`config.mk`:
```
export PLATFORM = sky130hd
export DESIGN_NAME = fifo_umbral_flat
export DESIGN_NICKNAME = d
export VERILOG_FILES = /design/src/rtl/fifo_umbral_pkg.sv /design/src/rtl/fifo_umbral_if.sv /design/src/rtl/fifo_umbral_mem.sv /design/src/rtl/fifo_umbral.sv /design/src/flat_wrapper.sv
export SDC_FILE = /design/constraint.sdc
export NUM_CORES = 1
export LEC_CHECK = 0
export ABC_AREA = 1
export BUFFER_PORTS_ARGS = -buffer_cell sky130_fd_sc_hd__buf_2
export CORE_ASPECT_RATIO = 1.25
export CORE_MARGIN = 1.5
export CORE_UTILIZATION = 55
export CTS_CLUSTER_SIZE = 20
export DETAILED_ROUTE_END_ITERATION = 12
export PLACE_DENSITY = 0.73
export SYNTH_ARGS = -nofsm -noshare
export SYNTH_HDL_FRONTEND = slang
export SYNTH_HIERARCHICAL = 1
export SYNTH_SLANG_ARGS = --single-unit
```
`constraint.sdc`:
```
create_clock -name clk -period 2 [get_ports clk]
set_input_delay 0.4 -clock clk [delete_from_list [all_inputs] [get_ports clk]]
set_output_delay 0.4 -clock clk [all_outputs]
set_load 0.005 [all_outputs]
```
`src/rtl/fifo_umbral_pkg.sv`:
```
// Shared constants for the FIFO instances (MF, VC0, VC1, D0, D1).
// The per-FIFO address widths and threshold defaults are collected here.
package fifo_umbral_pkg;

  localparam int PKG_DATA_W = 6;

  localparam int MF_ADDR_W  = 2;
  localparam int VC_ADDR_W  = 4;
  localparam int D_ADDR_W   = 2;

  localparam int MF_AE_DEF  = 1;
  localparam int MF_AF_DEF  = 3;
  localparam int VC_AE_DEF  = 4;
  localparam int VC_AF_DEF  = 12;
  localparam int D_AE_DEF   = 1;
  localparam int D_AF_DEF   = 3;

  typedef enum logic [2:0] {
    FIFO_MF  = 3'd0,
    FIFO_VC0 = 3'd1,
    FIFO_VC1 = 3'd2,
    FIFO_D0  = 3'd3,
    FIFO_D1  = 3'd4
  } fifo_id_e;

  // Occupancy decode shared by every instance; thresholds arrive zero-extended.
  function automatic logic [1:0] almost_flags(input logic [15:0] cnt,
                                              input logic [15:0] thr_ae,
                                              input logic [15:0] thr_af);
    almost_flags = {(cnt >= thr_af), (cnt <= thr_ae)};
  endfunction

endpackage

```
`src/rtl/fifo_umbral_if.sv`:
```
// Data/status bundle between a FIFO and the logic that pushes into and pops from it.
interface fifo_umbral_if #(
  parameter int DATA_W = 6,
  parameter int ADDR_W = 4
);

  logic              push;
  logic [DATA_W-1:0] data_in;
  logic              pop;
  logic [DATA_W-1:0] data_out;
  logic              valid_out;
  logic              fifo_empty;
  logic              fifo_full;
  logic              almost_empty;
  logic              almost_full;
  logic              fifo_error;
  logic [ADDR_W:0]   count;

  modport master (
    output push, data_in, pop,
    input  data_out, valid_out, fifo_empty, fifo_full,
           almost_empty, almost_full, fifo_error, count
  );

  modport slave (
    input  push, data_in, pop,
    output data_out, valid_out, fifo_empty, fifo_full,
           almost_empty, almost_full, fifo_error, count
  );

endinterface

```
`src/rtl/fifo_umbral_mem.sv`:
```
// Storage array: one synchronous write port, one combinational read port.
// Contents are intentionally not reset.
module fifo_umbral_mem #(
  parameter int DATA_W = 6,
  parameter int ADDR_W = 4
) (
  input  logic              clk,
  input  logic              i_we,
  input  logic [ADDR_W-1:0] i_waddr,
  input  logic [DATA_W-1:0] i_wdata,
  input  logic [ADDR_W-1:0] i_raddr,
  output logic [DATA_W-1:0] o_rdata
);

  localparam int DEPTH = 2 ** ADDR_W;

  logic [DATA_W-1:0] r_mem [DEPTH];

  always_ff @(posedge clk) begin
    if (i_we) begin
      r_mem[i_waddr] <= i_wdata;
    end
  end

  assign o_rdata = r_mem[i_raddr];

endmodule

```
`src/rtl/fifo_umbral.sv`:
```
// Synchronous FIFO with programmable almost-empty/almost-full thresholds
// and a sticky overflow/underflow error flag.
module fifo_umbral
  import fifo_umbral_pkg::*;
#(
  parameter int DATA_W = PKG_DATA_W,
  parameter int ADDR_W = VC_ADDR_W,
  parameter int AE_DEF = VC_AE_DEF,
  parameter int AF_DEF = VC_AF_DEF
) (
  input  logic              clk,
  input  logic              reset_L,
  input  logic              i_init,
  input  logic [ADDR_W-1:0] i_umbral_ae,
  input  logic [ADDR_W-1:0] i_umbral_af,
  fifo_umbral_if.slave      bus
);

  localparam int              DEPTH   = 2 ** ADDR_W;
  localparam logic [ADDR_W:0] W_DEPTH = (ADDR_W + 1)'(DEPTH);

  logic [ADDR_W-1:0] r_wr_ptr;
  logic [ADDR_W-1:0] r_rd_ptr;
  logic [ADDR_W-1:0] r_ae;
  logic [ADDR_W-1:0] r_af;
  logic [ADDR_W:0]   r_count;
  logic [DATA_W-1:0] r_data_out;
  logic              r_valid;
  logic              r_error;

  logic [DATA_W-1:0] w_rd_data;
  logic [ADDR_W:0]   w_count_nxt;
  logic              w_full;
  logic              w_empty;
  logic              w_push_ok;
  logic              w_pop_ok;
  logic              w_fault;
  logic [1:0]        w_almost;

  fifo_umbral_mem #(
    .DATA_W (DATA_W),
    .ADDR_W (ADDR_W)
  ) u_mem (
    .clk     (clk),
    .i_we    (w_push_ok),
    .i_waddr (r_wr_ptr),
    .i_wdata (bus.data_in),
    .i_raddr (r_rd_ptr),
    .o_rdata (w_rd_data)
  );

  // A full FIFO still accepts a push when the same cycle pops; an empty one never bypasses.
  always_comb begin
    w_full    = (r_count == W_DEPTH);
    w_empty   = (r_count == (ADDR_W + 1)'(0));
    w_push_ok = bus.push && (!w_full || bus.pop);
    w_pop_ok  = bus.pop && !w_empty;
    w_fault   = (bus.push && w_full && !bus.pop) || (bus.pop && w_empty);
    if (w_push_ok && !w_pop_ok) begin
      w_count_nxt = r_count + (ADDR_W + 1)'(1);
    end else if (!w_push_ok && w_pop_ok) begin
      w_count_nxt = r_count - (ADDR_W + 1)'(1);
    end else begin
      w_count_nxt = r_count;
    end
    w_almost = almost_flags(16'(r_count), 16'(r_ae), 16'(r_af));
  end

  always_ff @(posedge clk) begin
    if (!reset_L) begin
      r_wr_ptr   <= '0;
      r_rd_ptr   <= '0;
      r_count    <= '0;
      r_data_out <= '0;
      r_valid    <= 1'b0;
      r_error    <= 1'b0;
      r_ae       <= ADDR_W'(AE_DEF);
      r_af       <= ADDR_W'(AF_DEF);
    end else begin
      if (i_init) begin
        r_ae <= i_umbral_ae;
        r_af <= i_umbral_af;
      end
      if (w_push_ok) begin
        r_wr_ptr <= r_wr_ptr + ADDR_W'(1);
      end
      if (w_pop_ok) begin
        r_rd_ptr   <= r_rd_ptr + ADDR_W'(1);
        r_data_out <= w_rd_data;
        r_valid    <= 1'b1;
      end else begin
        r_valid    <= 1'b0;
      end
      if (w_fault) begin
        r_error <= 1'b1;
      end
      r_count <= w_count_nxt;
    end
  end

  assign bus.data_out     = r_data_out;
  assign bus.valid_out    = r_valid;
  assign bus.count        = r_count;
  assign bus.fifo_error   = r_error;
  assign bus.fifo_empty   = w_empty;
  assign bus.fifo_full    = w_full;
  assign bus.almost_empty = w_almost[0];
  assign bus.almost_full  = w_almost[1];

endmodule

```
`src/flat_wrapper.sv`:
```
// flat-port wrapper written by rule: the top's interface ports become plain ports
module fifo_umbral_flat import fifo_umbral_pkg::*;
#(
  parameter int DATA_W = PKG_DATA_W,
  parameter int ADDR_W = VC_ADDR_W,
  parameter int AE_DEF = VC_AE_DEF,
  parameter int AF_DEF = VC_AF_DEF
)
  (clk, reset_L, i_init, i_umbral_ae, i_umbral_af, bus_push, bus_data_in, bus_pop, bus_data_out, bus_valid_out, bus_fifo_empty, bus_fifo_full, bus_almost_empty, bus_almost_full, bus_fifo_error, bus_count);
  fifo_umbral_if #(.DATA_W(DATA_W), .ADDR_W(ADDR_W)) bus_i ();
  input  logic clk;
  input  logic reset_L;
  input  logic i_init;
  input  logic [ADDR_W-1:0] i_umbral_ae;
  input  logic [ADDR_W-1:0] i_umbral_af;
  input wire logic [$bits(bus_i.push)-1:0] bus_push;
  input wire logic [$bits(bus_i.data_in)-1:0] bus_data_in;
  input wire logic [$bits(bus_i.pop)-1:0] bus_pop;
  output wire logic [$bits(bus_i.data_out)-1:0] bus_data_out;
  output wire logic [$bits(bus_i.valid_out)-1:0] bus_valid_out;
  output wire logic [$bits(bus_i.fifo_empty)-1:0] bus_fifo_empty;
  output wire logic [$bits(bus_i.fifo_full)-1:0] bus_fifo_full;
  output wire logic [$bits(bus_i.almost_empty)-1:0] bus_almost_empty;
  output wire logic [$bits(bus_i.almost_full)-1:0] bus_almost_full;
  output wire logic [$bits(bus_i.fifo_error)-1:0] bus_fifo_error;
  output wire logic [$bits(bus_i.count)-1:0] bus_count;
  assign bus_i.push = bus_push;
  assign bus_i.data_in = bus_data_in;
  assign bus_i.pop = bus_pop;
  assign bus_data_out = bus_i.data_out;
  assign bus_valid_out = bus_i.valid_out;
  assign bus_fifo_empty = bus_i.fifo_empty;
  assign bus_fifo_full = bus_i.fifo_full;
  assign bus_almost_empty = bus_i.almost_empty;
  assign bus_almost_full = bus_i.almost_full;
  assign bus_fifo_error = bus_i.fifo_error;
  assign bus_count = bus_i.count;
  fifo_umbral #(.DATA_W(DATA_W), .ADDR_W(ADDR_W), .AE_DEF(AE_DEF), .AF_DEF(AF_DEF)) u_core (.clk(clk), .reset_L(reset_L), .i_init(i_init), .i_umbral_ae(i_umbral_ae), .i_umbral_af(i_umbral_af), .bus(bus_i));
endmodule
```
==> flow_metrics.env, run 1 <==
export IMPL_drive_above_1_share_pct=23.4
export IMPL_worstRegToRegCells=13
export IMPL_synth_top_area_share_pct=50.5
export IMPL_fmax_mhz=497
export IMPL_rsz0062_at_grt="true"
export IMPL_crit_buf_inv=3
export IMPL_clock_latency_ns=0.40
export IMPL_dieWidth_um=94.1
export IMPL_die_area_mm2=0.0110
export IMPL_path_class="flip-flop to output pin"
export IMPL_outcome="complete, but fails checks"
export IMPL_overflow=0
export IMPL_path_clk_slew_ns=0.05
export IMPL_critPathMaxStageDelay_ns=0.35
export IMPL_synth_cells=613
export IMPL_n_antenna_cell=0
export IMPL_power_density_mw_per_mm2=1230
export IMPL_hp_start="i_umbral_af[3]"
export IMPL_synth_largest_area_cell="edfxtp_1"
export IMPL_cp_top_family="flip-flops"
export IMPL_io_buffers=35
export IMPL_cts_buffers=17
export IMPL_crit_required_ns=1.60
export IMPL_period_share_pct=101
export IMPL_skew_ns=0.00637
export IMPL_antenna_found_initial=0
export IMPL_fin_util_pct=68.9
export IMPL_drc=0
export IMPL_cts_sinks=125
export IMPL_dp_hpwl_um=8690
export IMPL_period_minus_slack_ns=2.01
export IMPL_cts_root_buf="clkbuf_16"
export IMPL_vias=4326
export IMPL_rr_startpoint="u_core/bus.count[0]"
export IMPL_fin_area_mm2=0.00697
export IMPL_ir_worst_vdd_uv=827
export IMPL_instances_no_fill=825
export IMPL_fillers=708
export IMPL_start_util_pct=56.5
export IMPL_wl_um=12900
export IMPL_ys_warn_count=6
export IMPL_syn_cell_area_mm2=0.00571
export IMPL_hold_class="input port to flip-flop"
export IMPL_htreeDepth=4
export IMPL_startpoint_type="flip-flop"
export IMPL_viasPerCell=5.24
export IMPL_placed_cells=788
export IMPL_tightest_slew_ns=0.536
export IMPL_power_mw=8.59
export IMPL_ios=36
export IMPL_place_area_mm2=0.00620
export IMPL_synth_fp_nets=647
export IMPL_place_gp_congestion=0.923
export IMPL_leakagePower_nw=3.09
export IMPL_cts_tree="yes"
export IMPL_critPathMaxFanout=3
export IMPL_reg2reg_slack_ns=0.07
export IMPL_finalHoldViolCount=0
export IMPL_worst_path_max_delay_cell="dfxtp_4"
export IMPL_maxCapViolations=0
export IMPL_drtAntennaViolNets=0
export IMPL_endpoint_kind="output pin"
export IMPL_ctsHoldBuffers=0
export IMPL_setup_viol=1
export IMPL_fin_nets=719
export IMPL_num_rows=41
export IMPL_grt_total_usage_pct=25.2
export IMPL_routedWlPerCell_um=15.7
export IMPL_avgSynthCellArea_um2=9.32
export IMPL_synth_seq_cells=125
export IMPL_grt_max_degree=36
export IMPL_violations="negative setup slack"
export IMPL_first_iter_violations=338
export IMPL_crit_chain="buf_6 -> inv_6 -> ha_4 -> o21ai_2 -> a21boi_1 -> o21ai_1 -> nand2_1 -> buf_2"
export IMPL_slew_headroom_pct=64.1
export IMPL_fp_dieH_um=117
export IMPL_drv_slew=0
export IMPL_holdPathEnd="u_core/r_af[3]"
export IMPL_grt_pass1_wl_um=20400
export IMPL_clockBufferDepth=2
export IMPL_first_global_vias=4350
export IMPL_hold_depth=3
export IMPL_core_mm2=0.0101
export IMPL_yosysUniqueCellTypes=29
export IMPL_synthTopCellsByArea="edfxtp_1 (50%), nand2_1 (11%), dfxtp_1 (10%), nand3_1 (7.1%), inv_1 (4.6%)"
export IMPL_drtPass1Iterations=7
export IMPL_arrival_ns=1.61
export IMPL_area_growth_pct=22.0
export IMPL_tns_ns=-0.0107
export IMPL_r2r_end="u_core/bus.count[4]"
export IMPL_yosysSeqAreaShare_pct=60.6
export IMPL_fin_ws_ns=-0.0107
per-layer routing:
metal | share of wire (%) | wire [um] | vias to the layer above | GRT usage [%]
met5 | 0 | 0 | - | 0
met4 | 3.3 | 422 | 0 | 11.8
met3 | 4.6 | 595 | 32 | 6.40
met2 | 54 | 6910 | 137 | 45.6
met1 | 39 | 4980 | 2034 | 27.7
li1 | - | - | 2123 | -
state kept, by name (all words and copies together) (netlist names), 4 cells and up:
register and flops:
u_core/bus.count 5, u_core/u_mem/r_mem 96, u_core/r_af 4, u_core/r_ae 4, u_core/r_wr_ptr 4, u_core/r_rd_ptr 4
u_core/bus.data_out 6
worst min-delay path, cell delays in order:
cell and delay [ns]:
buf_2 0.07, a21oi_1 0.04, o21ai_0 0.06
worst max-delay path by stage:
stage                         from                  end  cells after the start
3_3_place_gp               bus_pop  u_core/bus.count[4]                     14
4_1_cts        u_core/bus.count[0]      bus_almost_full                      8
6_report       u_core/bus.count[0]      bus_almost_full                      8
5_1_grt        u_core/bus.count[0]      bus_almost_full                      8
2_1_floorplan  u_core/bus.count[4]  u_core/bus.count[4]                     13
3_5_place_dp               bus_pop  u_core/bus.count[3]                     14
timing repair:
| action | in CTS | in global routing |
|---|---|---|
| pin swaps | 13 | 7 |
| endpoints found under the setup margin | 4 | 5 |
| resized for setup | 26 | 11 |
| setup buffers | 4 | 3 |
cell usage in the layout, fill, tap and decap left out, drive strengths merged:
| cell | instances |
|---|---|
| nor2 | 54 |
| clkbuf | 20 |
| a21boi | 1 |
| inv | 98 |
| xnor2 | 1 |
| nand3b | 3 |
| dfxtp | 29 |
| o21ai | 22 |
| nand3 | 82 |
| buf | 75 |
| fa | 1 |
| xor2 | 3 |
| nand2 | 161 |
| edfxtp | 96 |
| or2 | 1 |
| a21oi | 18 |
| clkinvlp | 1 |
| ha | 14 |
| clkinv | 10 |
| nand4 | 3 |
| bufinv | 3 |
cell usage after synthesis (all sizes together):
cell    instances
nand3          82
a21oi          18
dfxtp          29
nor2           54
clkbuf          3
nand2         161
nand3b          3
a21boi          1
nand4           3
xnor2           1
buf            19
clkinv          4
ha             14
o21ai          22
fa              1
inv            98
xor2            3
edfxtp         96
or2             1
per-stage QoR:
step | hold slack (ns) | worst slack (ns)
5_1_grt | 0.210 | -0.0969
6_report | 0.205 | -0.0107
3_5_place_dp | 0.472 | -0.146
3_3_place_gp | 0.458 | -0.0489
4_1_cts | 0.202 | -0.0177
2_1_floorplan | 0.437 | 0.00370
logic make-up (layout without fill, tap and decap cells):
| group | after synthesis | in the layout | share of synthesized area (%) |
|---|---|---|---|
| compound gates | 41 | 41 | 3.70 |
| flops | 125 | 125 | 60.6 |
| fa+ha+maj | 15 | 15 | 3.42 |
| simple gates | 304 | 304 | 22.7 |
| buf+inv | 124 | 207 | 8.96 |
| xor+xnor | 4 | 4 | 0.614 |
area by class of cell:
class,count,area (um^2),share of cell area [%]
Inverter,102,395,5.68
Multi-Input combinational cell,364,1870,26.9
Clock inverter,10,124,1.78
Timing Repair Buffer,75,503,7.22
Tap cell,129,161,2.32
Sequential cell,125,3470,49.9
Clock buffer,20,437,6.27
power by group:
part / switching, mW / internal [mW]
Sequential: 0.135 / 2.98
Combinational: 1.53 / 1.02
Clock: 1.00 / 1.92
No activity file was read; power rests on OpenSTA's default activity.
==> inputs of run 2 (changes only) <==
- CORE_ASPECT_RATIO: 1.25 -> 0.75
- CTS_BUF_LIST: not set -> sky130_fd_sc_hd__clkbuf_8
- PLACE_DENSITY: 0.73 -> 0.84
==> run 2 against run 1 <==
Effect of this change: the flow still finishes with violations (negative setup slack); sequential cell count stayed put; die area barely moved; sequential share of layout area grew 0.32 points; sequential power is essentially flat; utilization up 0.96 points; global-route usage increased by 1.3 points; via count increased by 3.8%; clock skew grew 0.0017 ns; maximum frequency decreased by 7.6%.
==> flow_metrics.env, run 2 (synthesized netlist as in run 1, its figures left out) <==
export IMPL_clockBufferDepth=2
export IMPL_tightest_slew_ns=0.534
export IMPL_path_class="flip-flop to flip-flop"
export IMPL_cp_common_cell="buf_6"
export IMPL_ir_worst_vdd_uv=1040
export IMPL_p_sw_share_pct=33.7
export IMPL_critPathMaxStageDelay_ns=0.37
export IMPL_grt_total_usage_pct=26.5
export IMPL_die_area_mm2=0.0110
export IMPL_endpoint_kind="flip-flop"
export IMPL_crit_chain="buf_6 -> nor2_4 -> nand3_2 -> nand2_2 -> ha_4 -> inv_6 -> buf_6 -> fa_2 -> buf_4 -> xor2_1 -> o21ai_0 -> inv_1"
export IMPL_rsz0062_at_grt="true"
export IMPL_fp_dieH_um=91.2
export IMPL_startpoint_type="flip-flop"
export IMPL_ios=36
export IMPL_drv_slew=0
export IMPL_start_util_pct=57.7
export IMPL_final_common_cell="nand2_1"
export IMPL_fmax_mhz=460
export IMPL_path_clk_slew_ns=0.07
export IMPL_wl_um=13700
export IMPL_cts_root_buf="clkbuf_8"
export IMPL_drive_above_1_share_pct=25.2
export IMPL_p_clk_share_pct=27.8
export IMPL_cts_tree="yes"
export IMPL_fin_ws_ns=-0.175
export IMPL_area_growth_pct=21.1
export IMPL_violations="negative setup slack"
export IMPL_dieWidth_um=121
export IMPL_intPower_mw=5.37
export IMPL_antenna_found_initial=0
export IMPL_critPathMaxFanout=3
export IMPL_overflow=0
export IMPL_dp_slack_ns=-0.142
export IMPL_worst_path_max_delay_cell="fa_2"
export IMPL_cts_buffers=17
export IMPL_cp_top_family="adder cells"
export IMPL_skew_ns=0.00811
export IMPL_cts_sinks=125
export IMPL_ctsHoldBuffers=0
export IMPL_htreeDepth=4
export IMPL_fin_nets=728
export IMPL_num_rows=31
export IMPL_whs_ns=0.188
export IMPL_grt_max_degree=49
export IMPL_crit_required_ns=2.33
export IMPL_combPwrFrac_pct=34.2
export IMPL_p_sw_mw=2.74
export IMPL_final_cell_mix="nand2_1 (156), edfxtp_1 (96), nand3_1 (81)"
export IMPL_power_density_mw_per_mm2=1170
export IMPL_viasPerCell=5.35
export IMPL_routedWlPerCell_um=16.3
export IMPL_crit_buf_inv=5
export IMPL_drtAntennaViolNets=0
export IMPL_core_mm2=0.00989
export IMPL_n_antenna_cell=0
export IMPL_seq_power_share_pct=37.9
export IMPL_vias=4491
export IMPL_arrival_ns=2.50
export IMPL_finalHoldViolCount=0
export IMPL_place_gp_congestion=0.851
export IMPL_reg2reg_slack_ns=-0.18
export IMPL_maxCapViolations=0
export IMPL_period_minus_slack_ns=2.18
export IMPL_first_iter_violations=378
export IMPL_period_share_pct=109
export IMPL_largest_reg_flops=96
export IMPL_dp_hpwl_um=8460
export IMPL_setup_viol=4
export IMPL_outcome="complete, but fails checks"
export IMPL_io_buffers=35
export IMPL_clock_latency_ns=0.43
export IMPL_fillers=684
export IMPL_first_global_vias=4321
export IMPL_grt_pass1_wl_um=21800
export IMPL_hold_class="input port to flip-flop"
export IMPL_slew_headroom_pct=64.4
export IMPL_leakagePower_nw=3.08
export IMPL_regMostFlops="u_core/u_mem/r_mem"
export IMPL_drc=0
export IMPL_drtPass1Iterations=5
==> run 2: changes by cell type in the layout (fill, tap and decap cells not counted), sizes merged <==
cell,change
clkinv,-3
clkbuf,-1
inv,+5
clkinvlp,+1
buf,+9
==> run 2: worst paths after layout <==
| path | from | end | depth (start not counted) |
|---|---|---|---|
| setup / recovery | u_core/bus.count[2] | u_core/bus.count[2] | 12 |
| hold reg to reg | u_core/bus.data_out[4] | u_core/bus.data_out[4] | 2 |
| hold / removal | i_umbral_ae[2] | u_core/r_ae[2] | 3 |
| setup reg to reg | u_core/bus.count[2] | u_core/bus.count[2] | 12 |
==> run 2: power by group through the flow <==
stage,registers (mW),logic [mW],clock network (mW)
detailed placement,3.13,2.21,0
global route,3.09,3.06,2.40
finish,3.08,2.78,2.26
floorplan,3.17,1.41,0
global placement,3.13,2.12,0
CTS,3.07,2.50,2.28
==> run 2: layout make-up <==
class	count	area (um^2)	area share, %
Sequential cell	125	3470	50.2
Multi-Input combinational cell	364	1880	27.2
Timing Repair Buffer	84	591	8.54
Inverter	102	400	5.79
Clock buffer	19	262	3.78
Tap cell	132	165	2.39
Clock inverter	13	145	2.10
==> run 2: routing by layer <==
layer	global-route usage (%)	part of all wire, %
met5	0	0
met4	9.41	2.2
met3	7.54	8.8
met2	40.6	47
met1	36.4	42
==> run 2: metrics by stage <==
stage / setup TNS, ns / area [um^2] / utilization [%] / cells / power [mW]
after CTS: -0.0780 / 6820 / 68.9 / 836 / 7.85
after global placement: -0.0442 / 6240 / 63.1 / 795 / 5.24
after floorplan: 0 / 5730 / - / 613 / 4.58
after detailed placement: -0.341 / 6240 / 63.1 / 795 / 5.35
final: -0.346 / 6910 / 69.9 / 839 / 8.11
after global routing: -0.804 / 6910 / 69.9 / 839 / 8.55
==> run 2: worst register-to-register path, stage by stage, from the launching register on <==
cell,delay [ns]
dfxtp_2,0.34
buf_6,0.12
nor2_4,0.16
nand3_2,0.11
nand2_2,0.12
ha_4,0.17
inv_6,0.05
buf_6,0.12
fa_2,0.37
buf_4,0.15
xor2_1,0.16
o21ai_0,0.15
inv_1,0.07
==> run 2: timing repair <==
item                       4_1_cts  5_1_grt
resized for setup               23       17
setup buffers                    9        3
setup endpoints to repair        3        6
pin swaps                       10       17
